--- config.mk ---
export PLATFORM = sky130hd
export DESIGN_NAME = pg_gen_stage
export DESIGN_NICKNAME = d
export VERILOG_FILES = /design/src/rtl/adder_pkg.sv /design/src/rtl/pg_skid_buf.sv /design/src/rtl/pg_gen_stage.sv
export SDC_FILE = /design/constraint.sdc
export NUM_CORES = 1
export LEC_CHECK = 0
export CELL_PAD_IN_SITES_DETAIL_PLACEMENT = 0
export CELL_PAD_IN_SITES_GLOBAL_PLACEMENT = 2
export CORE_AREA = 2 2 149 151
export DETAILED_ROUTE_END_ITERATION = 8
export DIE_AREA = 0 0 151 153
export PLACE_DENSITY_LB_ADDON = 0.1
export SETUP_SLACK_MARGIN = 0.02
export SYNTH_ARGS = -nofsm -noshare
export SYNTH_HDL_FRONTEND = slang
export SYNTH_SLANG_ARGS = --single-unit
export TNS_END_PERCENT = 20
--- constraint.sdc ---
create_clock -name clk -period 1.9 [get_ports clk]
set_input_delay 0.475 -clock clk [delete_from_list [all_inputs] [get_ports clk]]
set_output_delay 0.475 -clock clk [all_outputs]
set_load 0.02 [all_outputs]
--- src/rtl/adder_pkg.sv ---
// Shared types for the Brent-Kung adder datapath: PG word layout, buffer
// states and the per-bit propagate/generate rule.
package adder_pkg;

  localparam int ADDER_WIDTH = 32;

  typedef struct packed {
    logic [ADDER_WIDTH:0] p;
    logic [ADDER_WIDTH:0] g;
  } pg_word_t;

  typedef enum logic [1:0] {
    EMPTY = 2'd0,
    ONE   = 2'd1,
    TWO   = 2'd2
  } buf_state_e;

  // Subtraction folds into addition by inverting B and the carry-in; slot 0 carries c0.
  function automatic pg_word_t pg_compute(input logic [ADDER_WIDTH-1:0] a,
                                          input logic [ADDER_WIDTH-1:0] b,
                                          input logic                   cin,
                                          input logic                   sub);
    logic [ADDER_WIDTH-1:0] b_eff;
    pg_word_t               w;
    b_eff = b ^ {ADDER_WIDTH{sub}};
    w.p   = {a ^ b_eff, 1'b0};
    w.g   = {a & b_eff, (sub ? ~cin : cin)};
    return w;
  endfunction

endpackage

--- src/rtl/pg_skid_buf.sv ---
// Two-entry skid buffer for PG words: full throughput with a registered
// in_ready, beats kept in arrival order.
module pg_skid_buf
  import adder_pkg::*;
(
  input  logic     clk,
  input  logic     rst,
  input  logic     in_valid,
  output logic     in_ready,
  input  pg_word_t in_data,
  output logic     out_valid,
  input  logic     out_ready,
  output pg_word_t out_data
);

  buf_state_e state_q, state_d;
  pg_word_t   main_q, main_d;
  pg_word_t   skid_q, skid_d;
  logic       in_ready_q, in_ready_d;
  logic       out_valid_q, out_valid_d;
  logic       accept_s;
  logic       pop_s;

  assign in_ready  = in_ready_q;
  assign out_valid = out_valid_q;
  assign out_data  = main_q;

  always_comb begin
    state_d  = state_q;
    main_d   = main_q;
    skid_d   = skid_q;
    accept_s = in_valid & in_ready_q;
    pop_s    = out_valid_q & out_ready;
    case (state_q)
      EMPTY: begin
        if (accept_s) begin
          main_d  = in_data;
          state_d = ONE;
        end else begin
          state_d = EMPTY;
        end
      end
      ONE: begin
        if (accept_s && pop_s) begin
          main_d  = in_data;
          state_d = ONE;
        end else if (accept_s) begin
          skid_d  = in_data;
          state_d = TWO;
        end else if (pop_s) begin
          state_d = EMPTY;
        end else begin
          state_d = ONE;
        end
      end
      TWO: begin
        // in_ready is low here, so only a pop can move the buffer.
        if (pop_s) begin
          main_d  = skid_q;
          state_d = ONE;
        end else begin
          state_d = TWO;
        end
      end
      default: begin
        state_d = EMPTY;
      end
    endcase
    out_valid_d = (state_d != EMPTY);
    in_ready_d  = (state_d != TWO);
  end

  always_ff @(posedge clk) begin
    if (rst) begin
      state_q     <= EMPTY;
      main_q      <= pg_word_t'(0);
      skid_q      <= pg_word_t'(0);
      in_ready_q  <= 1'b1;
      out_valid_q <= 1'b0;
    end else begin
      state_q     <= state_d;
      main_q      <= main_d;
      skid_q      <= skid_d;
      in_ready_q  <= in_ready_d;
      out_valid_q <= out_valid_d;
    end
  end

endmodule

--- src/rtl/pg_gen_stage.sv ---
// Registered operand front end of the Brent-Kung adder: turns operand beats
// into per-bit propagate/generate vectors with index 0 holding the carry-in.
module pg_gen_stage
  import adder_pkg::*;
#(
  parameter int WIDTH = ADDER_WIDTH
) (
  input  logic             clk,
  input  logic             rst,
  input  logic             in_valid,
  output logic             in_ready,
  input  logic [WIDTH-1:0] in_a,
  input  logic [WIDTH-1:0] in_b,
  input  logic             in_cin,
  input  logic             in_sub,
  output logic             out_valid,
  input  logic             out_ready,
  output logic [WIDTH:0]   out_p,
  output logic [WIDTH:0]   out_g
);

  pg_word_t pg_in_s;
  pg_word_t pg_out_s;

  assign pg_in_s = pg_compute(in_a, in_b, in_cin, in_sub);

  pg_skid_buf u_skid (
    .clk       (clk),
    .rst       (rst),
    .in_valid  (in_valid),
    .in_ready  (in_ready),
    .in_data   (pg_in_s),
    .out_valid (out_valid),
    .out_ready (out_ready),
    .out_data  (pg_out_s)
  );

  assign out_p = pg_out_s.p;
  assign out_g = pg_out_s.g;

endmodule

## After elaboration in Yosys (flattened, before gate mapping)

Index checks and enable logic that the tools add are counted.

| word-level totals | value |
|---|---|
| bits in read-only memories | 0 |
| memories | 0 |
| flip-flop bits (word level) | 135 |
| bits in writable memories | 0 |
| bits in latches | 0 |
| logic and storage cells | 37 |

| operators by class | value |
|---|---|
| reduce and logical (&&, ||, !) cells | 6 |
| shift operators | 0 |
| divide/modulo/power cells | 0 |
| $mul | 0 |
| bitwise gates (word level) | 7 |
| $lt $le $gt $ge | 0 |
| add/subtract/negate cells | 0 |
| mux-type cells | 11 |
| equal/unequal tests | 6 |

Operators with widths:

| cell | number |
|---|---|
| 66-bit two-way mux | 3 |
| 66-bit one-hot mux with 3 select lines | 1 |
| 32-bit XOR | 2 |
| 32-bit bitwise AND | 1 |
| 2-bit two-way mux | 3 |
| 2-bit by 1-bit inequality test with 1-bit output, second input constant | 3 |
| 2-bit one-hot mux with 3 select lines | 1 |
| 4-bit AND reduction | 1 |
| 1-bit two-way mux | 3 |
| 3-bit AND reduction | 1 |
| 3-bit nonzero test | 1 |
| 1-bit bitwise AND | 2 |
| 2-bit by 1-bit equality test with 1-bit output, second input constant | 1 |
| 2-bit equality test, second input constant | 1 |
| 2-bit zero test | 1 |
| 2-bit inequality test, second input constant | 1 |
| 1-bit inverter | 2 |
| 2-bit nonzero test | 1 |
| 1-bit logical AND | 1 |

## Logic depth before layout (Yosys ltp)

| logic depth | value |
|---|---|
| depth after elaboration | 6 |
| depth in mapped cells | 6 |
| mapped depth without buffers | 4 |

## By module

Synthesis repeated with hierarchy kept, for this count alone.

| second synthesis, totals | value |
|---|---|
| cell total of the unflattened synthesis | 702 |
| area, all modules | 7294.5 µm² |

By module, submodules not included:

| module | seq. area each (µm²) | area each (µm²) | cells each | instances |
|---|---|---|---|---|
| pg_skid_buf | 2722.6 | 6530.0 | 632 | 1 |
| pg_gen_stage | 0.0 | 764.5 | 70 | 1 |

## Worst setup path before layout

OpenSTA, ideal clock, no wires.

| timing | value |
|---|---|
| path kind | input port to flip-flop |
| from | input port in_sub |
| to | register u_skid.main_q (netlist bit u_skid.out_data[48]) |
| required time | 1.754 ns |
| arrival time | 1.614 ns |
| path buffers | 2 |
| cell stages on the path | 6 |
| setup slack | 0.140 ns |
| path through | clkbuf_1 > buf_2 > xor2_1 > ha_1 > mux2i_1 > a211oi_2 |

RTL lines:

| what | RTL line | text |
|---|---|---|
| start, declared | pg_gen_stage.sv:15 | `input logic in_sub,` |
| end signal, assigned | pg_skid_buf.sv:76 | `main_q <= pg_word_t'(0);` |
| end signal, assigned | pg_skid_buf.sv:82 | `main_q <= main_d;` |
| end, declared | pg_skid_buf.sv:17 | `pg_word_t main_q, main_d;` |

## Final worst setup path

| timing | value |
|---|---|
| from | register u_skid.main_q (netlist bit u_skid.out_data[27]) |
| to | output port out_g[27] |

RTL lines:

| what | RTL line | text |
|---|---|---|
| end, declared | pg_gen_stage.sv:19 | `output logic [WIDTH:0] out_g` |

No word-level cell between the ends.

==> flow_summary.ini <==
[global_routing]
overflow = 0
grt_pass1_vias = 5834
antenna_found_initial = 0
grt_pass1_wl_um = 33700
grt_use_total = 0.185
grt_max_degree = 72

[clock_network]
path_clk_slew_ns = 0.05
clock-sinks = 134
clock_path_buffers = 2
insertion_delay_ns = 0.41
cts_root_buffer = clkbuf_16
hold_buffers = 0
postCtsSetupBuffers = 0
cts_buffers = 17
cts_tree = built
htreeDepth = 4

[floorplan]
start_util = 0.316
design.die.area_mm2 = 0.0231
die_x_um = 151
die_h_um = 153
boundaryPins = 138
rows = 54
core_region_area_mm2 = 0.0215

[yosys]
ys_top_cells_by_area = dfxtp_1 (40%), mux2i_1 (9.6%), a211oi_2 (9.2%), a211oi_1 (8.6%), ha_1 (5.9%)
synth.avg_cell_area_um2 = 9.79
synth-seq-cells = 134
synth.largest_area_cell = dfxtp_1
synth-edff-count = 0
synthArstFlopShare = 0
synth_top_area_frac = 0.395
synthCells = 693
ys_types = 32
mappedNetlistArea_mm2 = 0.00679
ys_warn_count = 0
ys_seq_area_frac = 0.395
synth_flop_cell = dfxtp_1
synth.net_count = 795

[timing]
slew_viol_final = 0
holdWs_ns = 0.472
hold_viol_final = 0
fmax_mhz = 543
fin_skew_ns = 0.00696
rsz0062_at_grt = false
setup_violations = 0
timing.final.crit_share = 0.969
post-route-min-period_ns = 1.84

[detailed_routing]
wire_per_inst_um = 19.2
drcViolationCount = 0
dr.pass1.iters = 5
drt_wl_total_um = 20900
ant_nets = 0
drt_iter0_markers = 332
vias = 5844
via_per_inst = 5.35

[placed_design]
io_buffers = 136
placed_cells = 1062
dpl-instance-area_mm2 = 0.00863
dp_hpwl_um = 13600
routabilityCongestion = 0.797

[power]
p_leak_uw = 0.00408
ir_drop_uv = 580
power_density_mw_per_mm2 = 1020
total_power_uw = 9500

[run_status]
status = finished clean

[finish]
fin_area_mm2 = 0.00928
num-nets-final = 903
final_common_cell = dfxtp_1
post-route-util = 0.432
fin_cells = 1093
area_growth_syn_to_layout_pct = 36.7
mostFrequentLayoutCells = dfxtp_1 (133), a211oi_1 (78), clkdlybuf4s50_1 (77), a21oi_1 (67)
drive_gt1_frac = 0.154
n_antenna_cell = 0

[critical_path]
slowest_stage = clkdlybuf4s50_1
path_class = register to output pin
crit_buf_inv = 1
start_kind = register
endpoint_kind = output pin
crit_path_max_incr_delay_ns = 0.61
cp_top_family = buffers and inverters
arrival_ns = 1.37
worst-endpoint-required_ns = 1.42
rrSetupSlack_ns = 0.30
crit_fanout = 2
crit_chain = clkdlybuf4s50_1

[run]
cap_violations = 0

[worst_hold_path]
hold_path.class = register to register
## cell families after synthesis
logic type | Yosys count | synth area share
AO/OA/AOI/OAI | 269 | 0.288
flip-flops | 134 | 0.395
buffers and inverters | 85 | 0.0619
AND/OR/NAND/NOR | 74 | 0.0572
multiplexers | 65 | 0.0959
XOR/XNOR | 33 | 0.0426
adder cells (fa/ha/maj) | 32 | 0.0590
other | 1 | 0.000553
## flip-flops by register name, summed over array words and instances (netlist names)
register	count
u_skid.in_ready	1
u_skid.out_data	65
u_skid.out_valid	1
u_skid.skid_q	65
u_skid.state_q	2
## metal layers
metal  routed length [um]  share of wire  global-route usage
met3                  967          0.046              0.0409
met5                    0              0                   0
met2                 9760           0.47               0.287
met1                10100           0.48               0.266
met4                  161         0.0077              0.0356
## final timing paths
check                                                       from                               end  cells after the start
worst max-delay path            u_skid.out_data[27]$_SDFFE_PP0P_                         out_g[27]                      1
worst min-delay path              u_skid.skid_q[13]$_SDFFE_PP0P_    u_skid.skid_q[13]$_SDFFE_PP0P_                      2
worst max register to register      u_skid.state_q[1]$_SDFF_PP0_  u_skid.out_data[39]$_SDFFE_PP0P_                      4
worst min register to register    u_skid.skid_q[13]$_SDFFE_PP0P_    u_skid.skid_q[13]$_SDFFE_PP0P_                      2
## synthesized netlist by cell type, types with 7 or more instances
cell type  count
buf_6          7
a211oi_1      78
o21ai_0       64
buf_2         27
a211oi_2      50
ha_1          32
nand3_1       65
a21oi_1       67
clkbuf_1      45
xor2_1        32
dfxtp_1      134
mux2i_1       65
## area by class of cell
type | instances | area, um^2
fillers | 2062 | 12200
clock inverters | 10 | 178
repair buffers | 174 | 1900
flip-flops and latches | 134 | 2680
clock buffers | 21 | 450
well taps | 280 | 350
multi-input cells | 474 | 3720
## stage by stage
step	setup TNS (ns)	setup slack [ns]
finish	0	0.0593
global route	0	0.0219
CTS	0	0.0214
detailed placement	-3.61	-0.100
global placement	-3.33	-0.0691
floorplan	0	0.140
## what timing repair did
| item | in CTS | in global routing |
|---|---|---|
| gates resized for setup | 34 | 24 |
| gates cloned | 0 | 0 |
| setup endpoints to repair | 33 | 24 |
## report_power, final
part           internal (uW)  switching [uW]
sequential              3100             193
clock                   2350            1220
combinational           1170            1470
Power figures use the tool's default switching activity.
